## config.mk

```make
export PLATFORM = sky130hd
export DESIGN_NAME = branch_resolve_queue
export DESIGN_NICKNAME = d
export VERILOG_FILES = /design/src/rtl/branch_resolve_queue.sv
export SDC_FILE = /design/constraint.sdc
export NUM_CORES = 1
export LEC_CHECK = 0
export ABC_AREA = 1
export CORE_AREA = 2 2 179 163
export CTS_BUF_LIST = sky130_fd_sc_hd__clkbuf_16
export CTS_CLUSTER_DIAMETER = 150
export DETAILED_ROUTE_END_ITERATION = 10
export DIE_AREA = 0 0 181 165
export HOLD_SLACK_MARGIN = 0.02
export PLACE_DENSITY = 0.51
export SETUP_SLACK_MARGIN = 0.05
export SYNTH_ARGS = -nofsm -noshare
export SYNTH_HDL_FRONTEND = slang
export SYNTH_SLANG_ARGS = --single-unit
export TNS_END_PERCENT = 100
```

## constraint.sdc

```tcl
create_clock -name clk -period 3.7 [get_ports clk]
set_input_delay 0.37 -clock clk [delete_from_list [all_inputs] [get_ports clk]]
set_output_delay 0.37 -clock clk [all_outputs]
set_load 0.005 [all_outputs]
```

## src/rtl/branch_resolve_queue.sv

```systemverilog
// branch_resolve_queue: in-order record of fetch-stage branch predictions.
// Each valid resolve retires the oldest entry and produces a registered
// predictor update. A misprediction also produces a one-cycle redirect to
// the stored recovery PC and flushes every younger, wrong-path entry.
module branch_resolve_queue #(
  parameter int W_BRID = 2,
  parameter int W_ADDR = 32,
  parameter int DEPTH  = 4
) (
  input  logic                     clk,
  input  logic                     reset,
  input  logic                     push_i,
  input  logic [W_BRID-1:0]        push_id_i,
  input  logic [W_ADDR-1:0]        push_alt_pc_i,
  output logic                     full_o,
  output logic [$clog2(DEPTH):0]   count_o,
  input  logic                     resolve_i,
  input  logic                     resolve_taken_i,
  output logic                     upd_v_o,
  output logic                     upd_branch_o,
  output logic [W_BRID-1:0]        upd_id_o,
  output logic                     mispredict_o,
  output logic [W_ADDR-1:0]        redirect_pc_o,
  output logic                     overflow_o,
  output logic                     underflow_o
);

  localparam int PW = $clog2(DEPTH);
  localparam int CW = PW + 1;

  // Entry storage; contents are don't-care after reset, so no reset here.
  logic [W_BRID-1:0] id_mem_q [DEPTH];
  logic [W_ADDR-1:0] pc_mem_q [DEPTH];

  logic [PW-1:0]     rd_ptr_q, rd_ptr_d;
  logic [PW-1:0]     wr_ptr_q, wr_ptr_d;
  logic [CW-1:0]     count_q, count_d;
  logic              upd_v_q, upd_v_d;
  logic              upd_branch_q, upd_branch_d;
  logic [W_BRID-1:0] upd_id_q, upd_id_d;
  logic              mis_q, mis_d;
  logic [W_ADDR-1:0] redir_q, redir_d;
  logic              ovf_q, ovf_d;
  logic              unf_q, unf_d;

  logic              empty_s;
  logic              full_s;
  logic              pop_s;
  logic              mis_s;
  logic              push_ok_s;
  logic              drop_s;
  logic [W_BRID-1:0] head_id_s;
  logic [W_ADDR-1:0] head_pc_s;

  assign empty_s   = (count_q == {CW{1'b0}});
  assign full_s    = (count_q == CW'(DEPTH));
  assign head_id_s = id_mem_q[rd_ptr_q];
  assign head_pc_s = pc_mem_q[rd_ptr_q];

  // Classify this cycle's pop, mispredict, accepted push and dropped push.
  always_comb begin
    pop_s     = resolve_i & ~empty_s;
    mis_s     = pop_s & (head_id_s[W_BRID-1] ^ resolve_taken_i);
    // A push alongside a mispredict is wrong-path: neither stored nor counted as overflow.
    push_ok_s = push_i & ~mis_s & (~full_s | pop_s);
    drop_s    = push_i & ~mis_s & full_s & ~pop_s;
  end

  // Next-state for pointers, occupancy, retirement outputs and sticky flags.
  always_comb begin
    rd_ptr_d     = rd_ptr_q;
    wr_ptr_d     = wr_ptr_q;
    count_d      = count_q;
    upd_v_d      = pop_s;
    upd_branch_d = upd_branch_q;
    upd_id_d     = upd_id_q;
    mis_d        = mis_s;
    redir_d      = redir_q;
    ovf_d        = ovf_q | drop_s;
    unf_d        = unf_q | (resolve_i & empty_s);

    if (pop_s) begin
      upd_branch_d = resolve_taken_i;
      upd_id_d     = head_id_s;
    end else begin
      upd_branch_d = upd_branch_q;
      upd_id_d     = upd_id_q;
    end

    if (mis_s) begin
      // Flush: everything younger than the resolved branch is wrong-path.
      redir_d  = head_pc_s;
      count_d  = {CW{1'b0}};
      rd_ptr_d = wr_ptr_q;
      wr_ptr_d = wr_ptr_q;
    end else begin
      redir_d  = redir_q;
      rd_ptr_d = rd_ptr_q + (pop_s ? PW'(1) : PW'(0));
      wr_ptr_d = wr_ptr_q + (push_ok_s ? PW'(1) : PW'(0));
      count_d  = count_q + (push_ok_s ? CW'(1) : CW'(0)) - (pop_s ? CW'(1) : CW'(0));
    end
  end

  // Write an accepted push into the slot at the write pointer.
  always_ff @(posedge clk) begin
    if (push_ok_s) begin
      id_mem_q[wr_ptr_q] <= push_id_i;
      pc_mem_q[wr_ptr_q] <= push_alt_pc_i;
    end
  end

  // Control and output registers with asynchronous active-low reset.
  always_ff @(posedge clk or negedge reset) begin
    if (!reset) begin
      rd_ptr_q     <= {PW{1'b0}};
      wr_ptr_q     <= {PW{1'b0}};
      count_q      <= {CW{1'b0}};
      upd_v_q      <= 1'b0;
      upd_branch_q <= 1'b0;
      upd_id_q     <= {W_BRID{1'b0}};
      mis_q        <= 1'b0;
      redir_q      <= {W_ADDR{1'b0}};
      ovf_q        <= 1'b0;
      unf_q        <= 1'b0;
    end else begin
      rd_ptr_q     <= rd_ptr_d;
      wr_ptr_q     <= wr_ptr_d;
      count_q      <= count_d;
      upd_v_q      <= upd_v_d;
      upd_branch_q <= upd_branch_d;
      upd_id_q     <= upd_id_d;
      mis_q        <= mis_d;
      redir_q      <= redir_d;
      ovf_q        <= ovf_d;
      unf_q        <= unf_d;
    end
  end

  assign full_o        = full_s;
  assign count_o       = count_q;
  assign upd_v_o       = upd_v_q;
  assign upd_branch_o  = upd_branch_q;
  assign upd_id_o      = upd_id_q;
  assign mispredict_o  = mis_q;
  assign redirect_pc_o = redir_q;
  assign overflow_o    = ovf_q;
  assign underflow_o   = unf_q;

endmodule

```

# [Yosys cells after proc, flatten, opt, wreduce, memory -nomap -nowiden]
# Memories as Yosys holds them, arrays and structs flattened. A register that Yosys moved wholly into a read port is not among the register bits.
# Cells that the tools add are included.
[word_totals] register_bits=14 ram_bits=136 memories=2
[classes] addsub=4 n_eq_ne=1 muxes=8 n_bitwise=15 reduce_logical=2
[memory_table] name="pc_mem_q" depth=4 width=32 read_ports=1 rd_ports_with_merged_regs=1 wr=1 line="33" source="logic [W_ADDR-1:0] pc_mem_q [DEPTH];"
[memory_table] name="id_mem_q" depth=4 width=2 read_ports=1 rd_ports_with_merged_regs=0 wr=1 line="32" source="logic [W_BRID-1:0] id_mem_q [DEPTH];"
[op_table] cell="AND 1 bit" n=7
[op_table] cell="2-to-1 mux 1 bit" n=6
[op_table] cell="adder 2 x 1 -> 2 bit" n=2
[op_table] cell="NOT 1 bit" n=4
[op_table] cell="adder 3 x 1 -> 3 bit" n=1
[op_table] cell="== test 3 bit, second input constant" n=1
[op_table] cell="logical NOT 3 bit" n=1
[op_table] cell="2-to-1 mux 3 bit" n=1
[op_table] cell="bitwise OR 1 bit" n=3
[op_table] cell="subtractor 3 x 1 -> 3 bit" n=1
[op_table] cell="2-to-1 mux 2 bit" n=1
[op_table] cell="logical NOT 1 bit" n=1
[op_table] cell="bitwise XOR 1 bit" n=1

# [Longest topological paths before layout]
# Gate-level depths: netlist (run 1).
[logic_depth] ltp_word=11 ltp_mapped=15 depth_no_buf=15

# [Worst setup path after synthesis (run 1)]
# Ideal clock, no wire load.
[synth_path] path_kind="reg2reg" start="register rd_ptr_q[1]" end="memory id_mem_q[0][0] (enable)" setup_ps=425 arrival_ps=2523 required_time_ps=3275 path_slack_ps=751 path_stages_with_launch=9 synth_period_minus_slack_ps=2949 cell_sequence="dfrtp_1 buf_4 inv_2 nand3_2 nand2_1 nand2_2 nand3_4 nand3_1 nor2_1"
[synth_between] elab_chain_len=8
[synth_lines] element="start, declared" line="35" source="logic [PW-1:0] rd_ptr_q, rd_ptr_d;"
[synth_lines] element="start signal, assigned" line="115" source="rd_ptr_q <= {PW{1'b0}};"
[synth_lines] element="start signal, assigned" line="126" source="rd_ptr_q <= rd_ptr_d;"
[synth_lines] element="memory read (4 x 2 bit)"
[synth_lines] element="bitwise XOR 1 bit" line="63" source="mis_s = pop_s & (head_id_s[W_BRID-1] ^ resolve_taken_i);"
[synth_lines] element="AND 1 bit" line="63"
[synth_lines] element="NOT 1 bit" line="65" source="push_ok_s = push_i & ~mis_s & (~full_s | pop_s);"
[synth_lines] element="AND 1 bit (2 in a row)" line="65"
[synth_lines] element="2-to-1 mux 1 bit" line="106" source="if (push_ok_s) begin"
[synth_lines] element="2-to-1 mux 1 bit (implied by the code)" line="107" source="id_mem_q[wr_ptr_q] <= push_id_i;"
[synth_lines] element="end, declared" line="32"
# Every way passes these cells.

# [Worst setup path in the final report (run 1)]
[layout_path] start="register count_q[1], in the netlist count_o[1]" end="register count_q[1], in the netlist count_o[1]"
[layout_between] elab_chain_len=11
[layout_lines] element="start, declared" line="37" source="logic [CW-1:0] count_q, count_d;"
[layout_lines] element="start signal, assigned" line="117" source="count_q <= {CW{1'b0}};"
[layout_lines] element="start signal, assigned" line="128" source="count_q <= count_d;"
[layout_lines] element="logical NOT 3 bit *" line="55" source="assign empty_s = (count_q == {CW{1'b0}});"
[layout_lines] element="NOT 1 bit *" line="62" source="pop_s = resolve_i & ~empty_s;"
[layout_lines] element="AND 1 bit *" line="62"
[layout_lines] element="net pop_s" line="48" source="logic pop_s;"
[layout_lines] element="AND 1 bit" line="63"
[layout_lines] element="NOT 1 bit" line="65"
[layout_lines] element="AND 1 bit (2 in a row)" line="65"
[layout_lines] element="2-to-1 mux 1 bit" line="100" source="count_d = count_q + (push_ok_s ? CW'(1) : CW'(0)) - (pop_s ? CW'(1) : CW'(0));"
[layout_lines] element="adder 3 x 1 -> 3 bit" line="100"
[layout_lines] element="subtractor 3 x 1 -> 3 bit" line="100"
[layout_lines] element="2-to-1 mux 3 bit *" line="90" source="if (mis_s) begin"
[layout_lines] element="net count_d[1]" line="37"
# Mark *: on every way through the listed nets, which the timed path passes. The rest lies on a longest branch.
# A chain may end at the register's enable or synchronous reset.

==> impl_metrics.csv, run 1 <==
group,metric,value,unit
outcome,status,"finished clean",
drt,drtPass1Iterations,4,
clock_network,clk_latency,430,ps
layout,fill_cells,2792,
sta,tightest_slew,696,ps
layout,final_cell_mix,"edfxtp_1 (136), nand2_1 (119), clkdlybuf4s50_1 (80)",
worst_setup_path,reg2reg_to,"count_o[1]",
clock_network,cts_setup_buffers,0,
layout,area_delta_synth_final,27.9,%
worst_setup_path,critPathArrivalTime,2880,ps
sta,rsz0062_at_grt,"no",
synthesis,syn_area,6910,µm²
worst_setup_path,critPathLaunchType,"flip-flop",
floorplanning,initial_core_util,24.8,%
floorplanning,dieHeight,165,µm
worst_setup_path,worstReg2RegStart,"count_o[1]",
layout,drive_gt1_share,9.03,%
synthesis,syn_area_per_cell,12.7,µm²
clock_network,cts_buffer_depth,2,
grt,grt_start_max_net_pins,68,
drt,drt-initial-drc-count,297,
synthesis,yosys_warnings,0,
synthesis,synth_nets,588,
worst_setup_path,r2r_slack,1180,ps
worst_setup_path,reg2regPathDepth,15,
floorplanning,die_w,181,µm
drt,wl_per_cell,15.8,µm
sta,min_period,2520,ps
flow_run,drv_cap,0,
grt,grt_pass1_vias,4226,
floorplanning,coreArea,27900,µm²
worst_setup_path,crit_fanout,45,
layout,layout_commonest_cell,"edfxtp_1",
sta,setup_tns,0,ps
floorplanning,die-area,29900,µm²
power,max-vdd-ir-drop,342,µV
clock_network,cts.hold.buffers_added,1,
synthesis,yosysUniqueCellTypes,23,
layout,nets,672,
sta,setup_violations,0,
drt,drc,0,
worst_setup_path,crit_end,"count_o[1]",
worst_setup_path,path_class,"flip-flop to flip-flop",
grt,grt_pass1_wl,24.4,mm
layout,post-route-util,31.7,%
layout,num_antenna_cells,0,
sta,fmax,397,MHz
synthesis,ys_ff_latch,182,
clock_network,clk_pin_slew,70,ps
drt,ant_nets,0,
worst_setup_path,cp-end-kind,"flip-flop",
sta,clock_skew,12.3,ps
clock_network,cts_tree,"done",
power,power_leakage,3.27,nW
clock_network,cts_sinks,182,
drt,wirelength,15.9,mm
sta,maxSlewViolCount,0,
grt,antenna_found_initial,0,
power,p_per_area,814,nW/µm²
sta,post-route-period-util,68.0,%
clock_network,cts_buffers,17,
synthesis,seq_area_frac_synth,75.7,%
grt,gr-usage-all-layers,11.0,%
placed_design,dp_cells,969,
floorplanning,io_pins,82,
drt,routed_via_density,4.21,
worst_hold_path,hold_path_class,"input port to async pin",
layout,stdcell_count,1002,
synthesis,synthCells,545,
sta,finalHoldViolations,0,
placed_design,dp_hpwl,9.63,mm
worst_setup_path,required,4070,ps
worst_setup_path,crit_start,"count_o[1]",
grt,grt_overflow,0,
clock_network,htreeDepth,4,
clock_network,cts_resized,0,
placed_design,gp_congestion,0.661,
drt,via_count,4221,
clock_network,cts-root-buf,"clkbuf_16",
floorplanning,rows,58,
placed_design,io_buffers,81,
sta,max-slew-margin-rel,53.6,%
-- synthesized netlist by cell type --
master / n / area (µm²)
nand3_1: 3 / 15.0
nand2_2: 2 / 12.5
xnor2_1: 2 / 17.5
xor2_1: 2 / 17.5
buf_4: 4 / 30.0
buf_2: 14 / 70.1
a31oi_1: 1 / 6.26
nand3_2: 2 / 20.0
nand3_4: 1 / 17.5
inv_1: 12 / 45.0
o21bai_1: 1 / 7.51
ha_1: 3 / 37.5
o211ai_1: 1 / 7.51
inv_2: 6 / 22.5
clkbuf_1: 10 / 37.5
nand2_1: 119 / 447
edfxtp_1: 136 / 4080
nor2_1: 74 / 278
dfrtp_1: 46 / 1150
o21ai_0: 72 / 360
a31o_2: 1 / 8.76
fa_1: 1 / 20.0
o22ai_1: 32 / 200
-- per-stage QoR --
step | worst slack [ps] | hold slack, ps | cell area (µm²) | total power [mW]
2_1_floorplan | 751 | 74.4 | 6910 | 4.29
3_3_place_gp | 941 | 237 | 8200 | 5.34
3_5_place_dp | 937 | 242 | 8200 | 5.34
4_1_cts | 1130 | 335 | 8840 | 7.31
5_1_grt | 913 | 357 | 8840 | 7.69
6_report | 1180 | 341 | 8840 | 7.19
-- kinds of logic (layout without fill, tap and decap cells) --
group | count (synthesis) | in the layout | synth area share [%]
xor gates and xnor gates | 4 | 4 | 0.507
adders and majority gates | 4 | 4 | 0.833
and+or+nand+nor | 201 | 201 | 11.4
AOI/OAI and AO/OA | 108 | 108 | 8.54
buffers and inverters | 46 | 143 | 2.97
DFF | 182 | 182 | 75.7
-- worst min-delay path by stage --
stage               start          endpoint  slack [ps]
finish              reset  redirect_pc_o[6]         340
detailed placement  reset  redirect_pc_o[0]         240
CTS                 reset  redirect_pc_o[6]         330
global placement    reset  redirect_pc_o[0]         240
global route        reset  redirect_pc_o[6]         360
floorplan           reset        count_o[0]          70
-- sequential cells by signal, indices dropped and copies added, names as in the netlist --
name / count
count_o: 3
overflow_o: 1
upd_v_o: 1
id_mem_q: 8
underflow_o: 1
upd_branch_o: 1
redirect_pc_o: 32
rd_ptr_q: 2
wr_ptr_q: 2
pc_mem_q: 128
upd_id_o: 2
mispredict_o: 1
-- power breakdown --
group | switching [mW] | internal (mW) | total (mW)
Combinational | 1.37 | 0.934 | 2.30
Clock | 0.759 | 1.19 | 1.95
Sequential | 0.199 | 2.74 | 2.94
-- metal layers --
metal	global-route usage, %	wire length, µm	up-vias
met4	3.22	133	0
met3	2.95	690	11
met1	14.8	7650	2035
met5	0	0	-
li1	-	-	2076
met2	17.5	7400	99
-- final cells by class --
cell class | count | area [µm²] | share of cell area, %
well taps | 360 | 450 | 5.09
clock inverters | 15 | 211 | 2.39
flip-flops and latches | 182 | 5240 | 59.2
clock buffers | 17 | 425 | 4.81
multi-input cells | 317 | 1500 | 17.0
inverters | 18 | 67.6 | 0.764
repair buffers | 93 | 948 | 10.7
-- worst max-delay path, stage by stage, from the launching register on --
cell and delay (ps):
dfrtp_1 440, inv_2 80, nand3_1 110, nand2_2 140, inv_2 100, nand3_4 90, buf_4 450, nand2_1 100
nand2_1 90, nand2_1 50, ha_1 170, inv_1 60, fa_1 400, inv_1 60, nand2_1 40, inv_1 70
Power figures use the tool's default switching activity.
==> run 2: changes to the inputs <==
--- a/config.mk
+++ b/config.mk
@@ -12,7 +12,7 @@
 export DETAILED_ROUTE_END_ITERATION = 10
 export DIE_AREA = 0 0 181 165
 export HOLD_SLACK_MARGIN = 0.02
-export PLACE_DENSITY = 0.51
+export PLACE_DENSITY = 0.52
 export SETUP_SLACK_MARGIN = 0.05
 export SYNTH_ARGS = -nofsm -noshare
 export SYNTH_HDL_FRONTEND = slang
==> constraint.sdc (replaced) <==
create_clock -name clk -period 2.2 [get_ports clk]
set_input_delay 0.22 -clock clk [delete_from_list [all_inputs] [get_ports clk]]
set_output_delay 0.22 -clock clk [all_outputs]
set_load 0.005 [all_outputs]
==> impl_metrics.csv, run 2 (synthesized netlist as in run 1, its figures left out) <==
group,metric,value,unit
floorplanning,dieHeight,165,µm
worst_setup_path,cp_slowest_cell,"dfrtp_2",
grt,gr-usage-all-layers,11.1,%
clock_network,cts_tree,"done",
grt,grt_overflow,0,
power,power_frac_clock,25.4,%
layout,final_cell_mix,"edfxtp_1 (136), nand2_1 (118), clkdlybuf4s50_1 (80)",
layout,nets,679,
floorplanning,coreArea,27900,µm²
layout,drive_gt1_share,10.9,%
drt,via_count,4231,
grt,grt_pass1_wl,25.1,mm
sta,min_period,1950,ps
worst_setup_path,cp-end-kind,"flip-flop",
sta,final.setup.worst_slack,250,ps
sta,fmax,513,MHz
floorplanning,die-area,29900,µm²
clock_network,cts_buffer_depth,2,
clock_network,cts-root-buf,"clkbuf_16",
drt,ant_nets,0,
grt,grt_use_met1,14.5,%
floorplanning,rows,58,
drt,routed_via_density,4.18,
layout,multiInputGateArea,1510,µm²
placed_design,place_area,8260,µm²
sta,setup_violations,0,
power,p_seq_share,41.6,%
grt,grt_pass1_vias,4372,
clock_network,cts_setup_buffers,0,
placed_design,dp_hpwl,9.33,mm
power,combPwrFrac,33.0,%
drt,wirelength,15.7,mm
placed_design,gp_congestion,0.692,
drt,drc,0,
grt,met3_usage,3.57,%
placed_design,io_buffers,81,
clock_network,clk_pin_slew,70,ps
layout,area_delta_synth_final,28.4,%
clock_network,htreeDepth,4,
layout,largest_register_ff_count,128,
worst_setup_path,crit_start,"count_o[1]",
worst_hold_path,hold_path_class,"input port to flip-flop",
clock_network,cts_sinks,182,
worst_setup_path,max_stage_delay,450,ps
clock_network,clk_latency,420,ps
outcome,status,"finished clean",
worst_hold_path,holdCritStartpoint,"push_alt_pc_i[11]",
power,max-vdd-ir-drop,516,µV
power,swShare,33.2,%
drt,wl_per_cell,15.5,µm
drt,drtPass1Iterations,4,
clock_network,cts_buffers,17,
placed_design,place_ws,105,ps
sta,tightest_slew,695,ps
layout,post-route-util,31.9,%
worst_setup_path,critPathLaunchType,"flip-flop",
sta,maxSlewViolCount,0,
worst_setup_path,crit_fanout,17,
sta,finalHoldViolations,0,
grt,met2_usage,17.6,%
layout,fill_cells,2843,
floorplanning,io_pins,82,
sta,max-slew-margin-rel,53.7,%
flow_run,drv_cap,0,
sta,post-route-period-util,88.6,%
layout,regMostFlops,"pc_mem_q",
grt,busiest_layer,"met2",
sta,rsz0062_at_grt,"no",
floorplanning,initial_core_util,24.8,%
power,p_int,7.95,mW
grt,antenna_found_initial,2,
drt,drt-initial-drc-count,298,
floorplanning,die_w,181,µm
layout,design_area,8880,µm²
power,p_per_area,1340,nW/µm²
grt,grt_start_max_net_pins,68,
power,power_leakage,3.28,nW
worst_setup_path,critPathArrivalTime,2070,ps
worst_setup_path,path_cells,"inv_2, nand3_1, nand2_2, inv_2, nand3_4, nand3_1, buf_4, nor2_4, buf_12",
worst_setup_path,path_class,"flip-flop to flip-flop",
worst_setup_path,required,2320,ps
sta,clock_skew,11.5,ps
sta,setup_tns,0,ps
worst_setup_path,worstReg2RegStart,"count_o[1]",
layout,regArea,5240,µm²
power,p_switching,3.95,mW
power,total_power,11.9,mW
layout,layout_commonest_cell,"edfxtp_1",
## run 2: critical path, delay by kind of cell (launching register included)
family / cells / cell delay, ps
buf+inv: 4 / 530
flops: 1 / 450
simple gates: 5 / 660
## run 2: per-stage QoR
stage	hold WS, ps	instances
2_1_floorplan	-75.6	545
6_report	428	1011
3_5_place_dp	406	976
4_1_cts	407	1009
3_3_place_gp	393	976
5_1_grt	421	1009
## run 2: power groups by stage
| stage | clock network, mW | registers [mW] | logic, mW |
|---|---|---|---|
| after global routing | 3.24 | 5.05 | 4.51 |
| final | 3.02 | 4.95 | 3.93 |
| after floorplan | 0 | 5.00 | 2.21 |
| after global placement | 0 | 5.02 | 4.00 |
| after CTS | 3.10 | 4.96 | 4.04 |
| after detailed placement | 0 | 5.02 | 4.03 |
## run 2: layout make-up
type / instances / share of cell area [%]
well taps: 360 / 5.07
repair buffers: 100 / 11.4
clock inverters: 15 / 1.86
inverters: 18 / 0.761
clock buffers: 17 / 4.79
multi-input cells: 317 / 17.0
diodes: 2 / 0.0564
flip-flops and latches: 182 / 59.0
## run 2: layer usage
metal | part of all wire [%] | wire length, µm | vias to the layer above
met4 | 1.2 | 186 | 0
met2 | 46 | 7200 | 68
li1 | - | - | 2087
met3 | 4.0 | 619 | 12
met1 | 49 | 7650 | 2064
met5 | 0 | 0 | -
## run 2: worst paths after layout
kind	to	slack [ps]	cells past startpoint
hold reg to reg	overflow_o	470	1
hold / removal	pc_mem_q[0][11]	430	1
max in group asynchronous	rd_ptr_q[1]	1240	3
setup / recovery	pc_mem_q[0][19]	250	9
min in group asynchronous	redirect_pc_o[3]	460	3
setup reg to reg	pc_mem_q[0][19]	250	9
## run 2: what timing repair did
item	in CTS	in global routing
hold buffers	1	0
hold endpoints to repair	46	0
gates resized for setup	0	3
endpoints found under the setup margin	0	2
==> run 3: changes to the inputs <==
--- a/config.mk
+++ b/config.mk
@@ -14,6 +14,7 @@
 export HOLD_SLACK_MARGIN = 0.02
 export PLACE_DENSITY = 0.52
 export SETUP_SLACK_MARGIN = 0.05
+export SKIP_CTS_REPAIR_TIMING = 1
 export SYNTH_ARGS = -nofsm -noshare
 export SYNTH_HDL_FRONTEND = slang
 export SYNTH_SLANG_ARGS = --single-unit
==> impl_metrics.csv, run 3 (synthesized netlist as in run 1, its figures left out) <==
group,metric,value,unit
outcome,status,"finished clean",
worst_setup_path,r2r_slack,250,ps
grt,antenna_found_initial,2,
floorplanning,dieHeight,165,µm
drt,drt-initial-drc-count,298,
drt,drc,0,
sta,final.setup.worst_slack,250,ps
worst_setup_path,reg2reg_to,"pc_mem_q[0][19]",
grt,busiest_layer,"met2",
grt,grt_use_met1,14.5,%
drt,drtPass1Iterations,4,
grt,grt_pass1_wl,25.1,mm
worst_hold_path,hold_path_class,"input port to flip-flop",
layout,drive_gt1_share,10.9,%
layout,largest_register_ff_count,128,
worst_setup_path,required,2320,ps
flow_run,drv_cap,0,
placed_design,place_ws,105,ps
sta,rsz0062_at_grt,"no",
worst_hold_path,min_to,"pc_mem_q[0][11]",
power,max-vdd-ir-drop,516,µV
floorplanning,io_pins,82,
grt,grt_pass1_vias,4367,
layout,nets,679,
sta,finalHoldViolations,0,
layout,layout_commonest_cell,"edfxtp_1",
clock_network,cts_tree,"done",
layout,design_area,8880,µm²
floorplanning,die-area,29900,µm²
grt,grt_overflow,0,
floorplanning,die_w,181,µm
clock_network,htreeDepth,4,
worst_hold_path,min_path_cells,1,
sta,tightest_slew,695,ps
worst_setup_path,critPathArrivalTime,2070,ps
placed_design,io_buffers,81,
placed_design,gp_congestion,0.692,
drt,routed_via_density,4.18,
clock_network,cts-root-buf,"clkbuf_16",
clock_network,cts_buffers,17,
floorplanning,coreArea,27900,µm²
floorplanning,initial_core_util,24.8,%
clock_network,cts_buffer_depth,2,
sta,fmax,513,MHz
placed_design,place_area,8260,µm²
grt,gr-usage-all-layers,11.0,%
layout,stdcell_count,1011,
clock_network,clk_latency,420,ps
worst_setup_path,cp-end-kind,"flip-flop",
clock_network,cts_sinks,182,
sta,min_period,1950,ps
placed_design,dp_cells,976,
worst_setup_path,crit_fanout,17,
layout,regMostFlops,"pc_mem_q",
worst_setup_path,reg2regPathDepth,9,
sta,max-slew-margin-rel,53.7,%
placed_design,dp_hpwl,9.33,mm
drt,via_count,4231,
clock_network,clk_pin_slew,70,ps
power,power_leakage,3.28,nW
grt,met3_usage,3.57,%
sta,setup_tns,0,ps
worst_setup_path,critPathLaunchType,"flip-flop",
drt,wl_per_cell,15.5,µm
grt,met2_usage,17.5,%
sta,clock_skew,11.5,ps
worst_setup_path,path_class,"flip-flop to flip-flop",
drt,wirelength,15.7,mm
worst_hold_path,holdCritStartpoint,"push_alt_pc_i[11]",
worst_setup_path,worstReg2RegStart,"count_o[1]",
sta,post-route-period-util,88.6,%
floorplanning,rows,58,
sta,maxSlewViolCount,0,
sta,setup_violations,0,
layout,area_delta_synth_final,28.4,%
power,p_per_area,1340,nW/µm²
grt,grt_start_max_net_pins,68,
drt,ant_nets,0,
layout,final_cell_mix,"edfxtp_1 (136), nand2_1 (118), clkdlybuf4s50_1 (80)",
run 3: layout make-up:
class,instances,area [µm²]
antenna,2,5.00
clock buffer,17,425
clock inverter,15,165
fill,2843,19000
inverter,18,67.6
multi-input combinational,317,1510
sequential,182,5240
tap,360,450
timing repair buffer,100,1010
run 3: worst max-delay path by stage:
stage / startpoint / end / cells past startpoint
2_1_floorplan: rd_ptr_q[1] / id_mem_q[3][0] / 8
3_3_place_gp: resolve_i / count_o[1] / 13
3_5_place_dp: resolve_i / count_o[2] / 13
4_1_cts: rd_ptr_q[0] / count_o[2] / 15
5_1_grt: rd_ptr_q[0] / count_o[2] / 15
6_report: count_o[1] / pc_mem_q[0][19] / 9
run 3: layer usage:
layer	share of wire (%)	routed length (µm)
met1	49	7650
met2	46	7200
met3	4.0	619
met4	1.2	186
met5	0	0
run 3: per-stage QoR:
stage                     power (mW)  hold WS (ps)  utilization [%]
after floorplan                 7.21         -75.6                -
after global placement          9.02           393             29.6
after detailed placement        9.05           406             29.6
after CTS                       12.1         -60.4             31.8
after global routing            12.8           421             31.8
final                           11.9           428             31.9
run 3: power breakdown:
group	total, mW	internal, mW	switching [mW]
clock	3.02	1.70	1.32
combinational	3.93	1.64	2.30
sequential	4.95	4.61	0.335
run 3: critical path, cell delays in order, from the launching register on:
cell	delay, ps
dfrtp_2	450
inv_2	70
nand3_1	100
nand2_2	90
inv_2	50
nand3_4	110
nand3_1	120
buf_4	200
nor2_4	240
buf_12	210
